## config.mk

```make
export PLATFORM = sky130hd
export DESIGN_NAME = rr_mux_select_arbiter
export DESIGN_NICKNAME = d
export VERILOG_FILES = /design/src/rtl/mux_pkg.sv /design/src/rtl/rr_pick4.sv /design/src/rtl/rr_mux_select_arbiter.sv
export SDC_FILE = /design/constraint.sdc
export NUM_CORES = 1
export LEC_CHECK = 0
export BUFFER_PORTS_ARGS = -buffer_cell sky130_fd_sc_hd__buf_2
export CORE_MARGIN = 3
export CORE_UTILIZATION = 57
export DETAILED_ROUTE_END_ITERATION = 6
export GPL_ROUTABILITY_DRIVEN = 0
export PLACE_DENSITY = 0.81
export SETUP_SLACK_MARGIN = 0.02
export SYNTH_ARGS = -nofsm -noshare
export SYNTH_HDL_FRONTEND = slang
export SYNTH_SLANG_ARGS = --single-unit
```

## constraint.sdc

```tcl
create_clock -name clk -period 4.25 [get_ports clk]
set_clock_uncertainty 0.05 [all_clocks]
set_input_delay 0.2125 -clock clk [delete_from_list [all_inputs] [get_ports clk]]
set_output_delay 0.2125 -clock clk [all_outputs]
set_load 0.01 [all_outputs]
```

## src/rtl/mux_pkg.sv

```systemverilog
// rtl/mux_pkg.sv - shared types and constants for the 4:1 mux select arbiter
package mux_pkg;

    localparam int NUM_SRC = 4;

    typedef logic [1:0] sel_t;

    typedef enum logic [1:0] {
        IDLE  = 2'd0,
        GRANT = 2'd1,
        GAP   = 2'd2
    } state_t;

endpackage

```

## src/rtl/rr_pick4.sv

```systemverilog
// rtl/rr_pick4.sv - rotating priority encoder: first set req bit at or after ptr
module rr_pick4
    import mux_pkg::*;
(
    input  logic [3:0] req,
    input  logic [1:0] ptr,
    output logic [1:0] idx,
    output logic       any
);

    logic [1:0] w_cand;

    // Walk offsets from farthest to nearest so the closest set bit to ptr wins.
    always_comb begin
        idx    = 2'd0;
        w_cand = 2'd0;
        any    = |req;
        for (int k = NUM_SRC - 1; k >= 0; k--) begin
            w_cand = ptr + 2'(k);
            if (req[w_cand]) begin
                idx = w_cand;
            end
        end
    end

endmodule

```

## src/rtl/rr_mux_select_arbiter.sv

```systemverilog
// rtl/rr_mux_select_arbiter.sv - round-robin arbiter driving the select of a 4:1 mux
module rr_mux_select_arbiter
    import mux_pkg::*;
#(
    parameter int HOLD_MAX = 16
) (
    input  logic       clk,
    input  logic       rst,
    input  logic [3:0] req,
    input  logic       done,
    output logic [1:0] S,
    output logic [3:0] gnt,
    output logic       gnt_valid,
    output logic       timeout
);

    localparam int CNT_W = ($clog2(HOLD_MAX + 1) < 1) ? 1 : $clog2(HOLD_MAX + 1);
    localparam logic [CNT_W-1:0] HOLD_LAST = CNT_W'(HOLD_MAX - 1);

    state_t           r_state;
    sel_t             r_sel;
    sel_t             r_ptr;
    logic [3:0]       r_gnt;
    logic             r_gnt_valid;
    logic             r_timeout;
    logic [CNT_W-1:0] r_cnt;

    sel_t             w_idx;
    logic             w_any;

    rr_pick4 u_pick (
        .req (req),
        .ptr (r_ptr),
        .idx (w_idx),
        .any (w_any)
    );

    always_ff @(posedge clk or posedge rst) begin
        if (rst) begin
            r_state     <= IDLE;
            r_sel       <= 2'b00;
            r_ptr       <= 2'b00;
            r_gnt       <= 4'b0000;
            r_gnt_valid <= 1'b0;
            r_timeout   <= 1'b0;
            r_cnt       <= '0;
        end else begin
            case (r_state)
                IDLE: begin
                    r_timeout <= 1'b0;
                    if (w_any) begin
                        r_state     <= GRANT;
                        r_sel       <= w_idx;
                        r_gnt       <= 4'b0001 << w_idx;
                        r_gnt_valid <= 1'b1;
                        r_cnt       <= '0;
                    end
                end
                GRANT: begin
                    r_cnt <= r_cnt + CNT_W'(1);
                    // Normal release outranks the timeout when both hit on the same edge.
                    if (done || !req[r_sel]) begin
                        r_state     <= GAP;
                        r_ptr       <= r_sel + 2'd1;
                        r_gnt       <= 4'b0000;
                        r_gnt_valid <= 1'b0;
                        r_timeout   <= 1'b0;
                    end else if ((HOLD_MAX != 0) && (r_cnt == HOLD_LAST)) begin
                        r_state     <= GAP;
                        r_ptr       <= r_sel + 2'd1;
                        r_gnt       <= 4'b0000;
                        r_gnt_valid <= 1'b0;
                        r_timeout   <= 1'b1;
                    end
                end
                GAP: begin
                    r_timeout <= 1'b0;
                    r_state   <= IDLE;
                end
                default: begin
                    r_state <= IDLE;
                end
            endcase
        end
    end

    assign S         = r_sel;
    assign gnt       = r_gnt;
    assign gnt_valid = r_gnt_valid;
    assign timeout   = r_timeout;

endmodule

```

Word-level counts from Yosys, hierarchy flattened
Index checks and enable logic that the tools add are counted.

word-level totals
  bits in registers = 17
  input port bits = 7
  output and inout bits = 8
  word-level logic and storage cells = 70

operators by class
  add/subtract/negate cells = 5
  order comparisons = 5
  equality and inequality tests = 5
  shift operators = 1
  multiplexer cells = 33
  reductions and logical operators = 14

operators by type and width
  operator                                                               number
  2-bit 2-to-1 mux                                                       9
  2-bit by 3-bit < comparator with 1-bit output (second input constant)  5
  4-bit 2-to-1 mux                                                       3
  1-bit binary-select mux with 2-bit select                              5
  1-bit 2-to-1 mux                                                       10
  5-bit one-hot mux with 2 select lines                                  1
  2-bit AND reduction                                                    5
  4-bit one-hot mux with 2 select lines                                  1
  2-bit nonzero test                                                     3
  5-bit by 1-bit adder with 5-bit output (second input constant)         1
  5-bit by 4-bit == test with 1-bit output (second input constant)       1
  5-bit 2-to-1 mux                                                       1
  2-bit by 1-bit adder with 2-bit output (second input constant)         2
  2-bit adder (second input constant)                                    2
  1-bit one-hot mux with 2 select lines                                  2
  2-bit one-hot mux with 2 select lines                                  1
  4-bit OR reduction                                                     1
  1-bit by 2-bit left shift with 4-bit output (first input constant)     1
  3-bit != test (second input constant)                                  1
  3-bit AND reduction                                                    1
  2-bit by 1-bit == test with 1-bit output (second input constant)       1
  2-bit == test (second input constant)                                  1
  2-bit zero test                                                        1
  2-bit by 1-bit != test with 1-bit output (second input constant)       1
  other kinds (3)                                                        3

Longest topological paths before layout
Gate-level depths: netlist (run 1).

  depth in word-level cells = 10
  mapped depth = 7
  depth with buffers taken out = 7

Modules after synthesis
From an unflattened synthesis (run 1), not the netlist that was laid out.

second synthesis, totals
  cells, all modules = 92
  area, all modules = 918.4 um2

modules (own cells, without submodules)
  module                 instances  cells each  area an instance (um2)  seq. area each (um2)
  rr_mux_select_arbiter  1          79          840.8                   425.4
  rr_pick4               1          13          77.6                    0.0

Worst setup path after synthesis (run 1)
OpenSTA, ideal clock, no wires.

  kind = register to register
  start point = reg r_sel[0], in the netlist S[0]
  end point = reg r_gnt[1], in the netlist gnt[1]
  setup time = 121 ps
  arrival time = 1,469 ps
  required time = 4,079 ps
  path slack = 2,611 ps
  cell stages (with the launch flop) = 5
  buffers on the path = 0
  period minus slack after synthesis = 1,639 ps
  cell sequence = dfrtp_1 > mux4_2 > a21oi_4 > nor2_2 > a22o_1

between the ends
  cells in the longest elaborated chain, start to end = 6
  elaborated cells on any way between the ends = 8
  those cells by class = 1 x eq/ne; 4 x mux; 3 x reduce/logical

RTL lines
  element                                                                                 RTL line                     source
  from (decl)                                                                             rr_mux_select_arbiter.sv:21  sel_t r_sel;
  from (signal assigned)                                                                  rr_mux_select_arbiter.sv:53  r_sel <= w_idx;
  1-bit binary-select mux with 2-bit select *                                             rr_mux_select_arbiter.sv:62  if (done || !req[r_sel]) begin
  1-bit 2-to-1 mux (implied by the code) *                                                rr_mux_select_arbiter.sv:62
  1-bit zero test *                                                                       rr_mux_select_arbiter.sv:62
  1-bit logical OR *                                                                      rr_mux_select_arbiter.sv:62
  3-bit != test (no line) or 4-bit 2-to-1 mux (tied branches)                             -
  3-bit AND reduction (no line) or 4-bit one-hot mux with 2 select lines (tied branches)  -
  to (signal assigned)                                                                    rr_mux_select_arbiter.sv:54  r_gnt <= 4'b0001 << w_idx;
  to (decl)                                                                               rr_mux_select_arbiter.sv:23  logic [3:0] r_gnt;

Every way passes the cells marked *; elsewhere a longest branch is shown, timed or not. The select of a mux whose other input is x is not followed.
A chain may end at the register's enable or synchronous reset.

Final worst setup path (run 1)
  start point = reg r_cnt[0]
  end point = reg r_gnt[3], in the netlist gnt[3]

between the ends
  cells in the longest elaborated chain, start to end = 3

RTL lines
  element                                   RTL line                     source
  from (decl)                               rr_mux_select_arbiter.sv:26  logic [CNT_W-1:0] r_cnt;
  from (signal assigned)                    rr_mux_select_arbiter.sv:60  r_cnt <= r_cnt + CNT_W'(1);
  5-bit by 4-bit == test with 1-bit output  rr_mux_select_arbiter.sv:68  end else if ((HOLD_MAX != 0) && (r_cnt == HOLD_LAST)) begin
  3-bit != test (no line)                   -
  3-bit AND reduction (no line)             -

Every way passes these cells.

==> out/metrics.cfg, run 1 <==
[run_status]
outcome = finished, final reports clean

[synthesis]
synth.ff_latch_count = 17
ys_warn_count = 0
syn-cell-area_um2 = 882.1
average_cell_area_after_synthesis_um2 = 10.14
ys_dominant_reg_cell = dfrtp_1
async_flop_share = 1.000
netlist-cell-type-count = 35
synth_edf_count = 0
synthTopCellsByCount = dfrtp_1 (17), nand2_1 (9), o21ai_0 (8)
ys_seq_area_frac = 0.4823
synth.area.top_cells = dfrtp_1 (48%), o21ai_0 (4.5%), nand2_1 (3.8%), nor2b_1 (3.5%), ha_1 (2.8%)
mappedNetlistNets = 96
post_synth_inst_count = 87
yosysMostFrequentCell = dfrtp_1
synth_area_leader_cell = dfrtp_1
top_area_cell_type_share_of_the_netlist_area = 0.4823

[global_route]
number_of_antenna_violations_at_the_first_check_in_global_routing = 0
number_of_global_route_vias_before_repair = 680
pin_count_of_the_biggest_net_entering_global_routing = 18
grt_usage = 0.2090
grt-ovfl-total = 0
grt_first_pass_wirelength_mm = 3.036

[min_path]
hold_class = in -> reg
timing.hold.worst_path_depth = 4

[layout]
finalNonFillerCells = 119
antennaDiodeCount = 0
num-nets-final = 114
postLayoutCoreUtil = 0.7213
syn_to_final_growth_pct = 13.05
layout_cell_share_with_drive_strength_beyond_1 = 0.2115

[route]
dr.pass1.iters = 4
post-route-drc-count = 0
detailroute.via_count = 703
post_route_ant_nets = 0
drt_iter0_markers = 15
wl_per_cell_um = 15.02
post_drt_via_cell_ratio = 5.908
drt_wl_total_mm = 1.787

[pwr]
worst_ir_drop_vdd_mv = 0.6112
static-leakage-power_uw = 0.0004767
finalPower_uw = 678.0
power-per-cell-area_nw_per_um2 = 679.9

[sta]
setup_ws_ns = 2.483
clock.fmax_mhz = 566.0
worst_case_headroom_to_the_max_slew_limit = 0.5519
worst-slew-pin-transition_ns = 0.6681
setup_violators_final = 0
fin_setup_tns_ns = 0
hold_viol_final = 0
post-route-period-util = 0.4157
period_minus_slack_ns = 1.767
timing_max_transition_violations_final = 0
rsz0062_at_grt = no

[worst_setup_path]
setup.worst_path.class = reg -> reg
regToRegSetupSlack_ns = 2.48
endpoint_type_of_the_worst_setup_path = register
crit_fanout = 7
rr_worst_depth = 7
arrival_ns = 1.95
worstSetupStartpointType = register
worst-endpoint-required_ns = 4.43

[flow_run]
drv_cap = 0

[floorplan]
core_um2 = 1383
number_of_i_o_pins = 15
fp-row-count = 13
dieWidth_um = 45.34
die_y_um = 45.34
start_util = 0.6380
die_area_um2 = 2056

[placement]
pre_cts_slack_ns = 2.513
io_buffers = 14
dpl.hpwl_mm = 1.342
dp.cells = 114

[clock_network]
cts_tree = built
ctsResizeCount = 0
postCtsSetupBuffers = 0
clk_pin_slew_ns = 0.10
tritoncts_num_sinks = 17
ctsLongestPathBuffers = 2
cts-buffers-inserted = 3
clk_latency_ns = 0.29
root_buffer = clkbuf_4
htreeDepth = 1

==> what timing repair did <==
item                                    CTS  global route
hold buffers                              1             0
endpoints found under the setup margin    0             0
hold endpoints to repair                 17             0
==> worst max-delay path, cell delays in order (launching register included) <==
cell and delay (ns):
dfrtp_1 0.42, ha_1 0.23, and3_1 0.18, ha_1 0.20, nor2_1 0.18, a21oi_4 0.12, nor2_2 0.17, a22o_1 0.16
==> layout make-up <==
class	instances	area, um^2
clock buffer	4	26.28
fill	99	385.4
inverter	5	18.77
multi-input combinational	63	427.9
sequential	17	425.4
tap	15	18.77
timing repair buffer	15	80.08
==> registers in the layout, indices dropped and copies added, names as in the netlist <==
signal,cells
S,2
r_cnt,5
r_state,2
timeout,1
r_ptr,2
gnt_valid,1
gnt,4
==> power by group <==
| group | leakage [uW] | switching, uW | internal, uW |
|---|---|---|---|
| sequential | 0.000217 | 64.0 | 222 |
| clock | 0.0000150 | 49.6 | 36.5 |
| combinational | 0.000244 | 177 | 129 |
==> cell usage in the layout (no fill, tap or decap), types with 2 or more instances in the layout <==
| cell | n |
|---|---|
| dfrtp_1 | 17 |
| buf_2 | 14 |
| nand2_1 | 9 |
| o21ai_0 | 8 |
| nor2b_1 | 5 |
| nor2_1 | 5 |
| inv_1 | 5 |
| a21oi_1 | 4 |
| clkbuf_4 | 3 |
| nand2b_1 | 2 |
| nand3_1 | 2 |
| o2bb2ai_1 | 2 |
| a22o_1 | 2 |
| ha_1 | 2 |
==> cells by family after synthesis <==
family / after synthesis / synth area share
flip-flops: 17 / 0.4823
adder cells (fa/ha/maj): 2 / 0.02836
buffers and inverters: 7 / 0.03263
AND/OR/NAND/NOR: 29 / 0.1674
XOR/XNOR: 1 / 0.009931
multiplexers: 3 / 0.04964
AO/OA/AOI/OAI: 28 / 0.2298
==> final timing paths <==
| kind | startpoint | end |
|---|---|---|
| hold / removal | done | r_state[0] |
| setup reg to reg | r_cnt[0] | gnt[3] |
| max in group asynchronous | rst | r_ptr[1] |
| min in group asynchronous | rst | gnt_valid |
| hold reg to reg | gnt[2] | gnt[2] |
| setup / recovery | r_cnt[0] | gnt[3] |
==> routing by layer <==
layer | global-route usage | share of wire | vias to the layer above
met4 | 0.06433 | 0.010 | 0
met1 | 0.2987 | 0.48 | 324
met2 | 0.3023 | 0.45 | 25
met3 | 0.06773 | 0.059 | 4
met5 | 0 | 0 | -
li1 | - | - | 350
==> metrics by stage <==
step	hold WS (ns)	cell area, um^2
global route	0.1542	997.2
global placement	0.2594	960.9
detailed placement	0.2665	960.9
finish	0.1456	997.2
floorplan	0.08857	882.1
CTS	0.1461	997.2
Power figures use the tool's default switching activity.
==> run 2: changes to the inputs <==
--- a/config.mk
+++ b/config.mk
@@ -7,10 +7,10 @@
 export LEC_CHECK = 0
 export BUFFER_PORTS_ARGS = -buffer_cell sky130_fd_sc_hd__buf_2
 export CORE_MARGIN = 3
-export CORE_UTILIZATION = 57
+export CORE_UTILIZATION = 53
 export DETAILED_ROUTE_END_ITERATION = 6
 export GPL_ROUTABILITY_DRIVEN = 0
-export PLACE_DENSITY = 0.81
+export PLACE_DENSITY = 0.76
 export SETUP_SLACK_MARGIN = 0.02
 export SYNTH_ARGS = -nofsm -noshare
 export SYNTH_HDL_FRONTEND = slang
==> constraint.sdc (replaced) <==
create_clock -name clk -period 1.8 [get_ports clk]
set_clock_uncertainty 0.05 [all_clocks]
set_input_delay 0.09 -clock clk [delete_from_list [all_inputs] [get_ports clk]]
set_output_delay 0.09 -clock clk [all_outputs]
set_load 0.01 [all_outputs]
==> run 2 against run 1 <==
Sequential power increased by 130%; routed wire length decreased by 0.39%; clock-buffer cell count decreased by 1; register-to-register slack got worse by 2.4 ns; combinational power increased to 2.6 times the previous value; first-iteration DRC count increased by 13%; die area increased by 6.5%; sequential share of layout area decreased by 1.0 points; final cell count increased by 2.5%; clock power increased by 130%; critical path type unchanged; hold slack got worse by 0.082 ns.
==> out/metrics.cfg, run 2 (synthesis results as in run 1) <==
[global_route]
grt_first_pass_wirelength_mm = 2.856
pin_count_of_the_biggest_net_entering_global_routing = 18
grt_usage = 0.1848
number_of_global_route_vias_before_repair = 637
number_of_antenna_violations_at_the_first_check_in_global_routing = 0
grt-ovfl-total = 0

[worst_setup_path]
critical_path_cell_by_cell = ha_1, and3_1, ha_1, nor2_2, a21oi_4, nor2_4, a22o_1
worst-endpoint-required_ns = 1.93
endpoint_type_of_the_worst_setup_path = register
setup.worst_path.class = reg -> reg
regToRegSetupSlack_ns = 0.13
critical_path.reg2reg.startpoint = r_cnt[0]
crit_start = r_cnt[0]
max_stage_delay_ns = 0.40
arrival_ns = 1.80
critPathSlowestCell = dfrtp_1
worstSetupStartpointType = register
crit_fanout = 7
rr_worst_depth = 7
cpMostUsedCell = ha_1

[pwr]
static-leakage-power_uw = 0.0004905
worst_ir_drop_vdd_mv = 1.162
power-per-cell-area_nw_per_um2 = 1615

[placement]
pre_cts_slack_ns = 0.07738
dp.cells = 117
dpl.hpwl_mm = 1.342
io_buffers = 14

[layout]
fillers = 127
storage_cell_area_um2 = 425.4
most_frequent_cells_in_the_layout = dfrtp_1 (17), buf_2 (14), nand2_1 (9), o21ai_0 (8)
num-nets-final = 116
finalNonFillerCells = 122
number_of_flip_flops_in_the_largest_register = 5
top_register = r_cnt
syn_to_final_growth_pct = 15.89
layout.cells.most_common = dfrtp_1
multiInputGateArea_um2 = 435.4
antennaDiodeCount = 0
layout_cell_share_with_drive_strength_beyond_1 = 0.2453

[floorplan]
die_area_um2 = 2190
dieWidth_um = 46.80
number_of_i_o_pins = 15
fp-row-count = 14
start_util = 0.5722
die_y_um = 46.80
core_um2 = 1541

[sta]
post-route-period-util = 0.9276
period_minus_slack_ns = 1.670
fin_setup_tns_ns = 0
hold_viol_final = 0
rsz0062_at_grt = no
setup_violators_final = 0
worst-slew-pin-transition_ns = 0.6085
timing_max_transition_violations_final = 0
clock.fmax_mhz = 598.9
setup_ws_ns = 0.1303
worst_case_headroom_to_the_max_slew_limit = 0.5939

[route]
dr.pass1.iters = 5
drt_wl_total_mm = 1.780
wl_per_cell_um = 14.59
post-route-drc-count = 0
drt_iter0_markers = 17
post_drt_via_cell_ratio = 6.041
detailroute.via_count = 737
post_route_ant_nets = 0

[min_path]
timing.hold.worst_path_depth = 4
hold_class = in -> reg
holdCritStartpoint = done

[clock_network]
root_buffer = clkbuf_4
ctsLongestPathBuffers = 2
tritoncts_num_sinks = 17
cts-buffers-inserted = 3
clk_latency_ns = 0.29
htreeDepth = 1
cts_tree = built
postCtsSetupBuffers = 0
clk_pin_slew_ns = 0.10

[flow_run]
drv_cap = 0

[run_status]
outcome = finished, final reports clean

-- run 2: power by group --
part	internal [uW]	total [uW]	switching, uW
combinational	338	783	445
sequential	524	665	142
clock	82.6	202	119
-- run 2: timing repair --
item | 4_1_cts | 5_1_grt
hold buffers | 1 | 0
setup endpoints to repair | 0 | 5
endpoints found under the hold margin | 17 | 0
gates resized for setup | 0 | 2
-- run 2: metrics by stage --
step	cell area (um^2)	hold slack (ns)	util	total power (uW)
6_report	1022	0.06383	0.6631	1650
5_1_grt	1022	0.09572	0.6631	1778
4_1_cts	1015	0.02580	0.6583	1626
3_5_place_dp	977.2	0.1488	0.6339	1424
3_3_place_gp	977.2	0.1391	0.6339	1403
2_1_floorplan	882.1	-0.03393	-	1197
-- run 2: worst max-delay path, delay by kind of cell (launching register included) --
family	cells	cell delay, ns
flip-flops	1	0.40
AO/OA/AOI/OAI	2	0.44
adder cells (fa/ha/maj)	2	0.39
AND/OR/NAND/NOR	3	0.28
-- run 2: area by class of cell --
cell class,instances,share of cell area
Multi-Input combinational cell,63,0.4259
Timing Repair Buffer,17,0.09302
Tap cell,16,0.01958
Sequential cell,17,0.4162
Clock inverter,1,0.004896
Clock buffer,3,0.02203
Inverter,5,0.01836
-- run 2: path summary, 6_finish.rpt --
path,end
worst max-delay path,gnt[3]
worst min-delay path,r_state[0]
worst max register to register,gnt[3]
worst min register to register,r_cnt[3]
max in group asynchronous,r_cnt[4]
min in group asynchronous,gnt_valid
-- run 2: per-layer routing --
layer,wire [um],part of all wire,vias to the layer above,GRT usage
li1,-,-,355,-
met1,891,0.50,351,0.2756
met2,776,0.44,24,0.2683
met3,77,0.043,7,0.02299
met4,34,0.019,0,0.08287
met5,0,0,-,0
